## config.mk

```make
export PLATFORM = sky130hd
export DESIGN_NAME = alu_cmd_sequencer_flat
export DESIGN_NICKNAME = d
export VERILOG_FILES = /design/src/rtl/alu_pkg.sv /design/src/rtl/alu_cmd_sequencer_if.sv /design/src/rtl/alu_cmd_fifo.sv /design/src/rtl/alu_cmd_sequencer.sv /design/src/flat_wrapper.sv
export SDC_FILE = /design/constraint.sdc
export NUM_CORES = 1
export LEC_CHECK = 0
export CAP_MARGIN = 20
export CORE_UTILIZATION = 54
export DETAILED_ROUTE_END_ITERATION = 10
export PLACE_DENSITY = 0.79
export SETUP_SLACK_MARGIN = 0.3
export SLEW_MARGIN = 10
export SYNTH_ARGS = -nofsm -noshare
export SYNTH_HDL_FRONTEND = slang
export SYNTH_SLANG_ARGS = --single-unit
```

## constraint.sdc

```tcl
create_clock -name clk -period 3.85 [get_ports clk]
set_clock_uncertainty 0.2 [all_clocks]
set_input_delay 0.77 -clock clk [delete_from_list [all_inputs] [get_ports clk]]
set_output_delay 0.77 -clock clk [all_outputs]
set_load 0.005 [all_outputs]
```

## src/rtl/alu_pkg.sv

```systemverilog
// Shared types for the ALU command sequencer: opcodes, queued command record, FSM states.
// Latency: n/a (types and constants only).
// Backpressure: n/a.
package alu_pkg;

    localparam int DATA_W    = 32;
    // Tag width carried through the command queue; instances using a wider tag need this raised.
    localparam int CMD_TAG_W = 4;

    typedef enum logic [2:0] {
        ADD  = 3'b000,
        SUB  = 3'b001,
        INC  = 3'b010,
        DEC  = 3'b011,
        PASS = 3'b100,
        NOT  = 3'b101,
        OR   = 3'b110,
        AND  = 3'b111
    } alu_op_e;

    typedef struct packed {
        logic [DATA_W-1:0]    a;
        logic [DATA_W-1:0]    b;
        alu_op_e              op;
        logic [CMD_TAG_W-1:0] tag;
    } alu_cmd_t;

    typedef enum logic [1:0] {
        IDLE  = 2'b00,
        ISSUE = 2'b01,
        RESP  = 2'b10
    } seq_state_e;

endpackage

```

## src/rtl/alu_cmd_sequencer_if.sv

```systemverilog
// Bundles the command, ALU-side and response signals of the sequencer.
// Latency: n/a (wiring only).
// Backpressure: cmd_valid/cmd_ready and rsp_valid/rsp_ready handshakes.
interface alu_cmd_sequencer_if
    import alu_pkg::*;
#(
    parameter int TAG_W = 4,
    parameter int LVL_W = 3
);
    logic                  cmd_valid;
    logic                  cmd_ready;
    logic [DATA_W-1:0]     cmd_a;
    logic [DATA_W-1:0]     cmd_b;
    alu_op_e               cmd_op;
    logic [TAG_W-1:0]      cmd_tag;

    logic [DATA_W-1:0]     alu_a;
    logic [DATA_W-1:0]     alu_b;
    alu_op_e               alu_opcode;
    logic                  alu_enable;
    logic [DATA_W-1:0]     alu_result;
    logic                  alu_ack;

    logic                  rsp_valid;
    logic                  rsp_ready;
    logic [DATA_W-1:0]     rsp_data;
    logic [TAG_W-1:0]      rsp_tag;
    logic                  rsp_err;

    logic [LVL_W-1:0]      fifo_level;
    logic                  busy;

    // Sequencer side.
    modport slave (
        input  cmd_valid, cmd_a, cmd_b, cmd_op, cmd_tag,
        output cmd_ready,
        output alu_a, alu_b, alu_opcode, alu_enable,
        input  alu_result, alu_ack,
        output rsp_valid, rsp_data, rsp_tag, rsp_err,
        input  rsp_ready,
        output fifo_level, busy
    );

    // Command producer / ALU / response consumer side.
    modport master (
        output cmd_valid, cmd_a, cmd_b, cmd_op, cmd_tag,
        input  cmd_ready,
        input  alu_a, alu_b, alu_opcode, alu_enable,
        output alu_result, alu_ack,
        input  rsp_valid, rsp_data, rsp_tag, rsp_err,
        output rsp_ready,
        input  fifo_level, busy
    );

endinterface

```

## src/rtl/alu_cmd_fifo.sv

```systemverilog
// Synchronous FIFO of alu_cmd_t with an occupancy count; head entry visible combinationally.
// Latency: a pushed entry is visible at the head one cycle after the push edge.
// Backpressure: caller must not push when full or pop when empty; level drives that decision.
module alu_cmd_fifo
    import alu_pkg::*;
#(
    parameter int DEPTH = 4
) (
    input  logic                       clk,
    input  logic                       rst,
    input  logic                       push,
    input  alu_cmd_t                   wr_dat,
    input  logic                       pop,
    output alu_cmd_t                   rd_dat,
    output logic [$clog2(DEPTH):0]     level
);
    localparam int PTR_W = $clog2(DEPTH);

    alu_cmd_t               mem_q [DEPTH];
    logic [PTR_W-1:0]       wr_ptr_q, wr_ptr_d;
    logic [PTR_W-1:0]       rd_ptr_q, rd_ptr_d;
    logic [PTR_W:0]         level_q, level_d;

    // Pointer and level updates; power-of-two depth makes pointer increment wrap naturally.
    always_comb begin
        wr_ptr_d = wr_ptr_q;
        rd_ptr_d = rd_ptr_q;
        level_d  = level_q;
        if (push) wr_ptr_d = wr_ptr_q + 1'b1;
        if (pop)  rd_ptr_d = rd_ptr_q + 1'b1;
        case ({push, pop})
            2'b10:   level_d = level_q + 1'b1;
            2'b01:   level_d = level_q - 1'b1;
            default: level_d = level_q;
        endcase
    end

    // Control state registers.
    always_ff @(posedge clk) begin
        if (rst) begin
            wr_ptr_q <= '0;
            rd_ptr_q <= '0;
            level_q  <= '0;
        end else begin
            wr_ptr_q <= wr_ptr_d;
            rd_ptr_q <= rd_ptr_d;
            level_q  <= level_d;
        end
    end

    // Storage array; contents are don't-care until written, so it carries no reset.
    always_ff @(posedge clk) begin
        if (push) mem_q[wr_ptr_q] <= wr_dat;
    end

    assign rd_dat = mem_q[rd_ptr_q];
    assign level  = level_q;

endmodule

```

## src/rtl/alu_cmd_sequencer.sv

```systemverilog
// Queues tagged ALU commands, issues them one at a time and returns results in order, flagging ack timeouts.
// Latency: command accepted in cycle t -> ALU enabled in t+2 -> response valid from t+3 when ALU acks at once.
// Backpressure: cmd_ready drops when the queue is full; a held response stalls issue of the next command.
module alu_cmd_sequencer
    import alu_pkg::*;
#(
    parameter int DEPTH       = 4,
    parameter int TAG_W       = CMD_TAG_W,
    parameter int ACK_TIMEOUT = 8
) (
    input  logic                 clk,
    input  logic                 rst,
    alu_cmd_sequencer_if.slave   bus
);
    localparam int LVL_W = $clog2(DEPTH) + 1;
    localparam int CNT_W = $clog2(ACK_TIMEOUT + 1);
    localparam logic [LVL_W-1:0] FULL_LVL = LVL_W'(DEPTH);
    localparam logic [CNT_W-1:0] CNT_MAX  = CNT_W'(ACK_TIMEOUT);

    seq_state_e          state_q, state_d;
    logic [CNT_W-1:0]    cnt_q, cnt_d;
    logic [DATA_W-1:0]   a_q, a_d;
    logic [DATA_W-1:0]   b_q, b_d;
    alu_op_e             op_q, op_d;
    logic [TAG_W-1:0]    tag_q, tag_d;
    logic [DATA_W-1:0]   rsp_data_q, rsp_data_d;
    logic [TAG_W-1:0]    rsp_tag_q, rsp_tag_d;
    logic                rsp_err_q, rsp_err_d;

    logic                cmd_ready_int;
    logic                push;
    logic                pop;
    alu_cmd_t            wr_cmd;
    alu_cmd_t            head;
    logic [LVL_W-1:0]    level;

    // Ready uses the registered level only: a pop in the same cycle does not reopen a full queue.
    assign cmd_ready_int = !rst && (level < FULL_LVL);
    assign push          = bus.cmd_valid && cmd_ready_int;

    // Pack the incoming command into a queue entry.
    always_comb begin
        wr_cmd     = '0;
        wr_cmd.a   = bus.cmd_a;
        wr_cmd.b   = bus.cmd_b;
        wr_cmd.op  = bus.cmd_op;
        wr_cmd.tag = CMD_TAG_W'(bus.cmd_tag);
    end

    alu_cmd_fifo #(.DEPTH(DEPTH)) u_fifo (
        .clk    (clk),
        .rst    (rst),
        .push   (push),
        .wr_dat (wr_cmd),
        .pop    (pop),
        .rd_dat (head),
        .level  (level)
    );

    // Next-state logic: pop into the issue registers, wait for ack or timeout, hold the response.
    always_comb begin
        state_d    = state_q;
        cnt_d      = cnt_q;
        a_d        = a_q;
        b_d        = b_q;
        op_d       = op_q;
        tag_d      = tag_q;
        rsp_data_d = rsp_data_q;
        rsp_tag_d  = rsp_tag_q;
        rsp_err_d  = rsp_err_q;
        pop        = 1'b0;
        case (state_q)
            IDLE: begin
                if (level != '0) begin
                    pop     = 1'b1;
                    state_d = ISSUE;
                end
            end
            ISSUE: begin
                if (bus.alu_ack) begin
                    rsp_data_d = bus.alu_result;
                    rsp_err_d  = 1'b0;
                    rsp_tag_d  = tag_q;
                    state_d    = RESP;
                end else begin
                    cnt_d = cnt_q + 1'b1;
                    if (cnt_d == CNT_MAX) begin
                        rsp_data_d = '0;
                        rsp_err_d  = 1'b1;
                        rsp_tag_d  = tag_q;
                        state_d    = RESP;
                    end
                end
            end
            RESP: begin
                if (bus.rsp_ready) begin
                    if (level != '0) begin
                        pop     = 1'b1;
                        state_d = ISSUE;
                    end else begin
                        state_d = IDLE;
                    end
                end
            end
            default: state_d = IDLE;
        endcase
        // Every pop starts a fresh ISSUE with the head command and a cleared timeout count.
        if (pop) begin
            a_d   = head.a;
            b_d   = head.b;
            op_d  = head.op;
            tag_d = TAG_W'(head.tag);
            cnt_d = '0;
        end
    end

    // State, issue and response registers; reset drops any in-flight or pending work.
    always_ff @(posedge clk) begin
        if (rst) begin
            state_q    <= IDLE;
            cnt_q      <= '0;
            a_q        <= '0;
            b_q        <= '0;
            op_q       <= ADD;
            tag_q      <= '0;
            rsp_data_q <= '0;
            rsp_tag_q  <= '0;
            rsp_err_q  <= 1'b0;
        end else begin
            state_q    <= state_d;
            cnt_q      <= cnt_d;
            a_q        <= a_d;
            b_q        <= b_d;
            op_q       <= op_d;
            tag_q      <= tag_d;
            rsp_data_q <= rsp_data_d;
            rsp_tag_q  <= rsp_tag_d;
            rsp_err_q  <= rsp_err_d;
        end
    end

    assign bus.cmd_ready  = cmd_ready_int;
    assign bus.alu_a      = a_q;
    assign bus.alu_b      = b_q;
    assign bus.alu_opcode = op_q;
    assign bus.alu_enable = (state_q == ISSUE);
    assign bus.rsp_valid  = (state_q == RESP);
    assign bus.rsp_data   = rsp_data_q;
    assign bus.rsp_tag    = rsp_tag_q;
    assign bus.rsp_err    = rsp_err_q;
    assign bus.fifo_level = level;
    assign bus.busy       = (state_q != IDLE) || (level != '0);

endmodule

```

## src/flat_wrapper.sv

```systemverilog
// flat-port wrapper written by rule: the top's interface ports become plain ports
module alu_cmd_sequencer_flat import alu_pkg::*;
#(
    parameter int DEPTH       = 4,
    parameter int TAG_W       = CMD_TAG_W,
    parameter int ACK_TIMEOUT = 8
)
  (clk, rst, bus_cmd_valid, bus_cmd_a, bus_cmd_b, bus_cmd_op, bus_cmd_tag, bus_cmd_ready, bus_alu_a, bus_alu_b, bus_alu_opcode, bus_alu_enable, bus_alu_result, bus_alu_ack, bus_rsp_valid, bus_rsp_data, bus_rsp_tag, bus_rsp_err, bus_rsp_ready, bus_fifo_level, bus_busy);
  alu_cmd_sequencer_if #(.TAG_W(TAG_W), .LVL_W(3)) bus_i ();
  input  logic clk;
  input  logic rst;
  input wire logic [$bits(bus_i.cmd_valid)-1:0] bus_cmd_valid;
  input wire logic [$bits(bus_i.cmd_a)-1:0] bus_cmd_a;
  input wire logic [$bits(bus_i.cmd_b)-1:0] bus_cmd_b;
  input wire logic [$bits(bus_i.cmd_op)-1:0] bus_cmd_op;
  input wire logic [$bits(bus_i.cmd_tag)-1:0] bus_cmd_tag;
  output wire logic [$bits(bus_i.cmd_ready)-1:0] bus_cmd_ready;
  output wire logic [$bits(bus_i.alu_a)-1:0] bus_alu_a;
  output wire logic [$bits(bus_i.alu_b)-1:0] bus_alu_b;
  output wire logic [$bits(bus_i.alu_opcode)-1:0] bus_alu_opcode;
  output wire logic [$bits(bus_i.alu_enable)-1:0] bus_alu_enable;
  input wire logic [$bits(bus_i.alu_result)-1:0] bus_alu_result;
  input wire logic [$bits(bus_i.alu_ack)-1:0] bus_alu_ack;
  output wire logic [$bits(bus_i.rsp_valid)-1:0] bus_rsp_valid;
  output wire logic [$bits(bus_i.rsp_data)-1:0] bus_rsp_data;
  output wire logic [$bits(bus_i.rsp_tag)-1:0] bus_rsp_tag;
  output wire logic [$bits(bus_i.rsp_err)-1:0] bus_rsp_err;
  input wire logic [$bits(bus_i.rsp_ready)-1:0] bus_rsp_ready;
  output wire logic [$bits(bus_i.fifo_level)-1:0] bus_fifo_level;
  output wire logic [$bits(bus_i.busy)-1:0] bus_busy;
  assign bus_i.cmd_valid = bus_cmd_valid;
  assign bus_i.cmd_a = bus_cmd_a;
  assign bus_i.cmd_b = bus_cmd_b;
  assign bus_i.cmd_op = bus_cmd_op;
  assign bus_i.cmd_tag = bus_cmd_tag;
  assign bus_cmd_ready = bus_i.cmd_ready;
  assign bus_alu_a = bus_i.alu_a;
  assign bus_alu_b = bus_i.alu_b;
  assign bus_alu_opcode = bus_i.alu_opcode;
  assign bus_alu_enable = bus_i.alu_enable;
  assign bus_i.alu_result = bus_alu_result;
  assign bus_i.alu_ack = bus_alu_ack;
  assign bus_rsp_valid = bus_i.rsp_valid;
  assign bus_rsp_data = bus_i.rsp_data;
  assign bus_rsp_tag = bus_i.rsp_tag;
  assign bus_rsp_err = bus_i.rsp_err;
  assign bus_i.rsp_ready = bus_rsp_ready;
  assign bus_fifo_level = bus_i.fifo_level;
  assign bus_busy = bus_i.busy;
  alu_cmd_sequencer #(.DEPTH(DEPTH), .TAG_W(TAG_W), .ACK_TIMEOUT(ACK_TIMEOUT)) u_core (.clk(clk), .rst(rst), .bus(bus_i));
endmodule
```

Yosys cells after proc, flatten, opt, wreduce, memory -nomap -nowiden
Memory sizes are Yosys's and may differ from the RTL's. A register that Yosys moved wholly into a read port is not among the register bits.
Cells that the tools add are included.
{"block": "op_classes", "add_sub_neg": 5, "bitwise": 1, "n_lt_le_gt_ge": 1, "eq_ne": 8, "reduce_logical": 13, "n_mux": 18}
{"cell": "two-way mux 32 bit", "count": 2}
{"cell": "two-way mux 2 bit", "count": 4}
{"cell": "two-way mux 4 bit", "count": 2}
{"cell": "two-way mux 1 bit", "count": 7}
{"cell": "one-hot mux 2 bit (3 select lines)", "count": 1}
{"cell": "one-hot mux 3 bit (2 select lines)", "count": 1}
{"cell": "nonzero test 2 bit", "count": 3}
{"cell": "adder 2 x 1 -> 2 bit (second input constant)", "count": 2}
{"cell": "adder 4 x 1 -> 4 bit (second input constant)", "count": 1}
{"cell": "== test 2 x 1 -> 1 bit (second input constant)", "count": 2}
{"cell": "== test 2 bit (second input constant)", "count": 2}
{"cell": "== test 4 bit (second input constant)", "count": 1}
{"cell": "!= test 2 x 1 -> 1 bit (second input constant)", "count": 2}
{"cell": "AND reduction 2 bit", "count": 2}
{"cell": "adder 3 x 1 -> 3 bit (second input constant)", "count": 1}
{"cell": "< comparator 3 bit (second input constant)", "count": 1}
{"cell": "!= test 3 x 1 -> 1 bit (second input constant)", "count": 1}
{"cell": "AND reduction 3 bit", "count": 1}
{"cell": "nonzero test 3 bit", "count": 1}
{"cell": "subtractor 3 x 1 -> 3 bit (second input constant)", "count": 1}
{"cell": "logical AND 1 bit", "count": 2}
{"cell": "zero test 2 bit", "count": 1}
{"cell": "one-hot mux 1 bit (2 select lines)", "count": 1}
{"cell": "OR reduction 2 bit", "count": 1}
{"cell": "other kinds (3)", "count": 3}
{"block": "word_totals", "regBits": 50, "in_bits": 108, "output_inout_bits": 111, "ramBits": 284, "mem_count": 1}
{"name": "u_core.u_fifo.mem_q", "words": 4, "width": 71, "rd": 1, "rd_ports_with_merged_regs": 1, "write_ports": 1, "line_no": "alu_cmd_fifo.sv:19", "text": "alu_cmd_t mem_q [DEPTH];"}

Logic depth before layout (Yosys ltp)
{"block": "depth", "word_depth": 6, "depth_mapped": 11, "mapped_depth_nobuf": 9}

Hierarchy
A second synthesis with hierarchy kept.
{"block": "hier_totals", "hier_cells": 928, "hier_area_um2": 14923.1}
{"mod": "alu_cmd_fifo", "n_inst": 1, "seq_area_each_um2": 8708.4, "cells_each": 416, "area_per_inst_um2": 10744.1}
{"mod": "alu_cmd_sequencer", "n_inst": 1, "seq_area_each_um2": 2282.2, "cells_each": 512, "area_per_inst_um2": 4179.0}

Least setup slack after synthesis
No wires, ideal clock.
{"block": "synth_timing", "path_type": "input-to-reg", "from": "input rst", "to": "memory u_core.u_fifo.mem_q[0][0] (netlist name), enable pin", "t_arrival_ns": 2.891, "n_path_buf": 1, "required_ns": 3.213, "path_slack_ns": 0.322, "cell_stages": 3, "cell_sequence": "clkbuf_1 nor2_1 and3_1"}
{"block": "synth_via", "elab_chain_len": 5}
{"element": "start: declaration", "line_no": "flat_wrapper.sv:11", "text": "input logic rst;"}
{"element": "zero test 1 bit", "line_no": "alu_cmd_sequencer.sv:38", "text": "assign cmd_ready_int = !rst && (level < FULL_LVL);"}
{"element": "logical AND 1 bit", "line_no": "alu_cmd_sequencer.sv:38"}
{"element": "via bus_cmd_ready", "line_no": "flat_wrapper.sv:17", "text": "output wire logic [$bits(bus_i.cmd_ready)-1:0] bus_cmd_ready;"}
{"element": "logical AND 1 bit", "line_no": "alu_cmd_sequencer.sv:39", "text": "assign push = bus.cmd_valid && cmd_ready_int;"}
{"element": "two-way mux 1 bit", "line_no": "alu_cmd_fifo.sv:53", "text": "if (push) mem_q[wr_ptr_q] <= wr_dat;"}
{"element": "two-way mux 1 bit (implied by the code)", "line_no": "alu_cmd_fifo.sv:53"}
{"element": "end: declaration", "line_no": "alu_cmd_fifo.sv:19"}
The timed path passes the listed nets, and every way through them passes these cells.

Worst setup path in the final report
{"block": "layout_timing", "from": "register u_core.u_fifo.level_q[2] (netlist: u_core.u_fifo.level[2])", "to": "output bus_cmd_ready"}
{"block": "layout_via", "elab_chain_len": 2}
{"element": "start: declaration", "line_no": "alu_cmd_fifo.sv:22", "text": "logic [PTR_W:0] level_q, level_d;"}
{"element": "start signal: assignment", "line_no": "alu_cmd_fifo.sv:47", "text": "level_q <= level_d;"}
{"element": "< comparator 3 bit", "line_no": "alu_cmd_sequencer.sv:38"}
{"element": "logical AND 1 bit", "line_no": "alu_cmd_sequencer.sv:38"}
{"element": "end: declaration", "line_no": "flat_wrapper.sv:17"}
No other way between the ends.

==> flow_metrics.py <==
metrics = {
    "status": {
        "status": "completed",
    },
    "layout": {
        "layout_commonest_cell": "edfxtp_1",
        "fin_cells": 1518,
        "syn_to_final_growth_pct": 26.4,
        "final_cell_mix": "edfxtp_1 (284), clkdlybuf4s50_1 (217), nand2_1 (149), dfxtp_1 (119), a21oi_1 (76)",
        "fin_area_um2": 18900,
        "n_fill_cell": 1768,
        "final_nets": 1258,
        "drive_gt1_frac": 0.193,
    },
    "sta": {
        "setup-violations-final": 0,
        "fmax_mhz": 345,
        "period_share": 0.752,
        "maxSlewHeadroom": 0.249,
        "hold_viol_final": 0,
        "fin_crit_ps": 2900,
        "finalSetupTns_ps": 0,
        "tightest_slew_ps": 1130,
        "slew_violations": 0,
        "rsz0062_at_grt": "no",
    },
    "route": {
        "dr.max_layer_used": "met5",
        "ant_nets": 0,
        "drt_iter0_markers": 494,
        "wl_met2_mm": 15.6,
        "wl_mm": 30.3,
        "num_vias": 8397,
        "dr_wl_met3_mm": 2.00,
        "avgRoutedWirePerCell_um": 19.9,
        "viasPerCell": 5.53,
        "wl_met1_mm": 11.9,
        "dr.pass1.iters": 4,
        "post-route-drc-count": 0,
    },
    "synthesis": {
        "synth_cell_types": 40,
        "syn_area_per_cell_um2": 16.2,
        "yosysSeqAreaShare": 0.733,
        "synth_seq_cells": 405,
        "syn_inst": 924,
        "syn-num-nets": 1039,
        "syn_area_um2": 14900,
        "synth_warnings": 0,
    },
    "clock_network": {
        "ctsRootBufferMaster": "clkbuf_16",
        "cts_resized": 0,
        "cts.reportedPaths.clkPinSlew_ps": 60,
        "h-tree-depth": 2,
        "clock_latency_ps": 520,
        "post_cts_buffers": 0,
        "cts_num_sinks": 405,
        "cts_tree": "built",
        "cts_hold_buf": 0,
        "clockBufferDepth": 3,
        "numCtsBuffers": 41,
    },
    "setup_path": {
        "cp_cell_sequence": "nor2_1, clkdlybuf4s50_1",
        "critPathKind": "reg -> out",
        "crit_path_end_kind": "output port",
        "critPathMaxFanout": 6,
        "slowest_stage": "clkdlybuf4s50_1",
        "cp_top_family": "buffers and inverters",
        "required_ps": 2880,
        "critPathBufInv": 1,
        "crit_arrival_ps": 1930,
        "critPathMaxStageDelay_ps": 610,
        "startpoint_type": "flop",
    },
    "global_route": {
        "grt_max_degree": 77,
        "antenna_found_initial": 3,
        "grt_pass1_vias": 8711,
        "grt_pass1_wl_mm": 46.9,
        "grt-ovfl-total": 0,
        "grt_use_total": 0.216,
    },
    "hold_path": {
        "hold_class": "reg -> reg",
    },
    "placement": {
        "gp_congestion": 0.687,
        "dpl.cell_count": 1440,
        "place_hpwl_mm": 17.1,
        "io_buffers": 218,
        "placed_area_um2": 17400,
    },
    "floorplan": {
        "rows": 60,
        "die_y_um": 168,
        "ios": 219,
        "initial_core_util": 0.553,
        "die_w_um": 168,
        "core_area_um2": 27000,
        "die_area_um2": 28300,
    },
    "power": {
        "powerDensity_nw_per_um2": 670,
        "p_total_w": 0.0127,
        "p_leak_nw": 6.11,
        "ir_worst_vdd_v": 0.000415,
    },
    "flow_run": {
        "drv_cap": 0,
    },
}
worst reg2reg max path, cell delays in order, from the launching register on:
cell and delay [ps]:
dfxtp_1 440, nor3_2 90, or3_4 390, clkinv_4 50, ha_1 170, inv_1 60
fa_1 370, xor2_1 150, or3_1 310, a21oi_1 140
final cells by class:
class | instances | area [µm²] | share of cell area
Sequential cell | 405 | 11000 | 0.580
Multi-Input combinational cell | 455 | 3680 | 0.195
Timing Repair Buffer | 232 | 2360 | 0.125
Clock buffer | 53 | 1160 | 0.0616
Tap cell | 341 | 427 | 0.0226
Clock inverter | 23 | 260 | 0.0138
Inverter | 8 | 35.0 | 0.00185
Antenna cell | 1 | 2.50 | 0.000132
sequential cells by signal (all words and copies together) (netlist names), 3 cells and up:
register,flops
u_core.bus.alu_b,32
u_core.bus.rsp_data,32
u_core.bus.alu_a,32
u_core.tag_q,4
u_core.u_fifo.level,3
u_core.bus.rsp_tag,4
u_core.cnt_q,4
u_core.u_fifo.mem_q,284
u_core.bus.alu_opcode,3
per-stage QoR:
step / hold slack [ps] / worst slack, ps / util
floorplan: 237 / 322 / -
global placement: 241 / 605 / 0.645
detailed placement: 246 / 600 / 0.645
CTS: 254 / 917 / 0.698
global route: 274 / 901 / 0.699
finish: 253 / 954 / 0.699
synth_stat cells (all sizes together):
cell type  instances  area, µm²
and2               3       18.8
and3               4       25.0
o21ba              1       10.0
mux2i              5       50.1
nor3b              1       12.5
and2b              1       7.51
nand2b             8       50.1
a211oi             1       7.51
mux4              71       1600
nor2b              3       18.8
nor3               6       35.0
fa                 1       20.0
a21oi            106        643
or3                2       12.5
nor4b              1       8.76
nor2               9       33.8
xnor2              4       35.0
clkbuf            29        109
nand2            179        747
and3b              1       8.76
ha                 6       75.1
o211ai             1       12.5
a21boi             1       7.51
xor2               4       35.0
nand3             32        160
edfxtp           284       8530
o31ai              1       7.51
o21ai              2       10.0
nand4              1       6.26
dfxtp            121       2420
inv                7       26.3
clkinv             1       8.76
buf               27        193
power breakdown:
group	internal (W)	leakage [nW]	switching [W]
logic	0.00156	1.85	0.00130
registers	0.00526	3.57	0.000449
clock network	0.00248	0.698	0.00160
per-layer routing:
layer / vias up / track usage
met4: 4 / 0.0668
li1: 3897 / -
met1: 4184 / 0.261
met2: 259 / 0.384
met3: 53 / 0.0508
met5: - / 0
logic make-up (layout without fill, tap and decap cells):
| family | count (synthesis) | after routing | synth area share |
|---|---|---|---|
| xor gates and xnor gates | 8 | 8 | 0.00469 |
| and+or+nand+nor | 251 | 251 | 0.0766 |
| adders and majority gates | 7 | 7 | 0.00636 |
| AOI/OAI and AO/OA | 113 | 113 | 0.0467 |
| buffers and inverters | 64 | 316 | 0.0225 |
| DFF | 405 | 405 | 0.733 |
| muxes | 76 | 76 | 0.110 |
| other | 0 | 1 | 0 |
final timing paths:
path | from | to | slack [ps] | cells after the start
hold reg to reg | u_core.bus.alu_b[13]$_SDFFE_PP0P_ | u_core.bus.alu_b[13]$_SDFFE_PP0P_ | 250 | 2
setup reg to reg | u_core.u_fifo.level[2]$_SDFFE_PP0P_ | u_core.u_fifo.level[2]$_SDFFE_PP0P_ | 1410 | 9
setup / recovery | u_core.u_fifo.level[2]$_SDFFE_PP0P_ | bus_cmd_ready | 950 | 2
hold / removal | u_core.bus.alu_b[13]$_SDFFE_PP0P_ | u_core.bus.alu_b[13]$_SDFFE_PP0P_ | 250 | 2
Note: power is estimated with default switching activity, not from simulation.
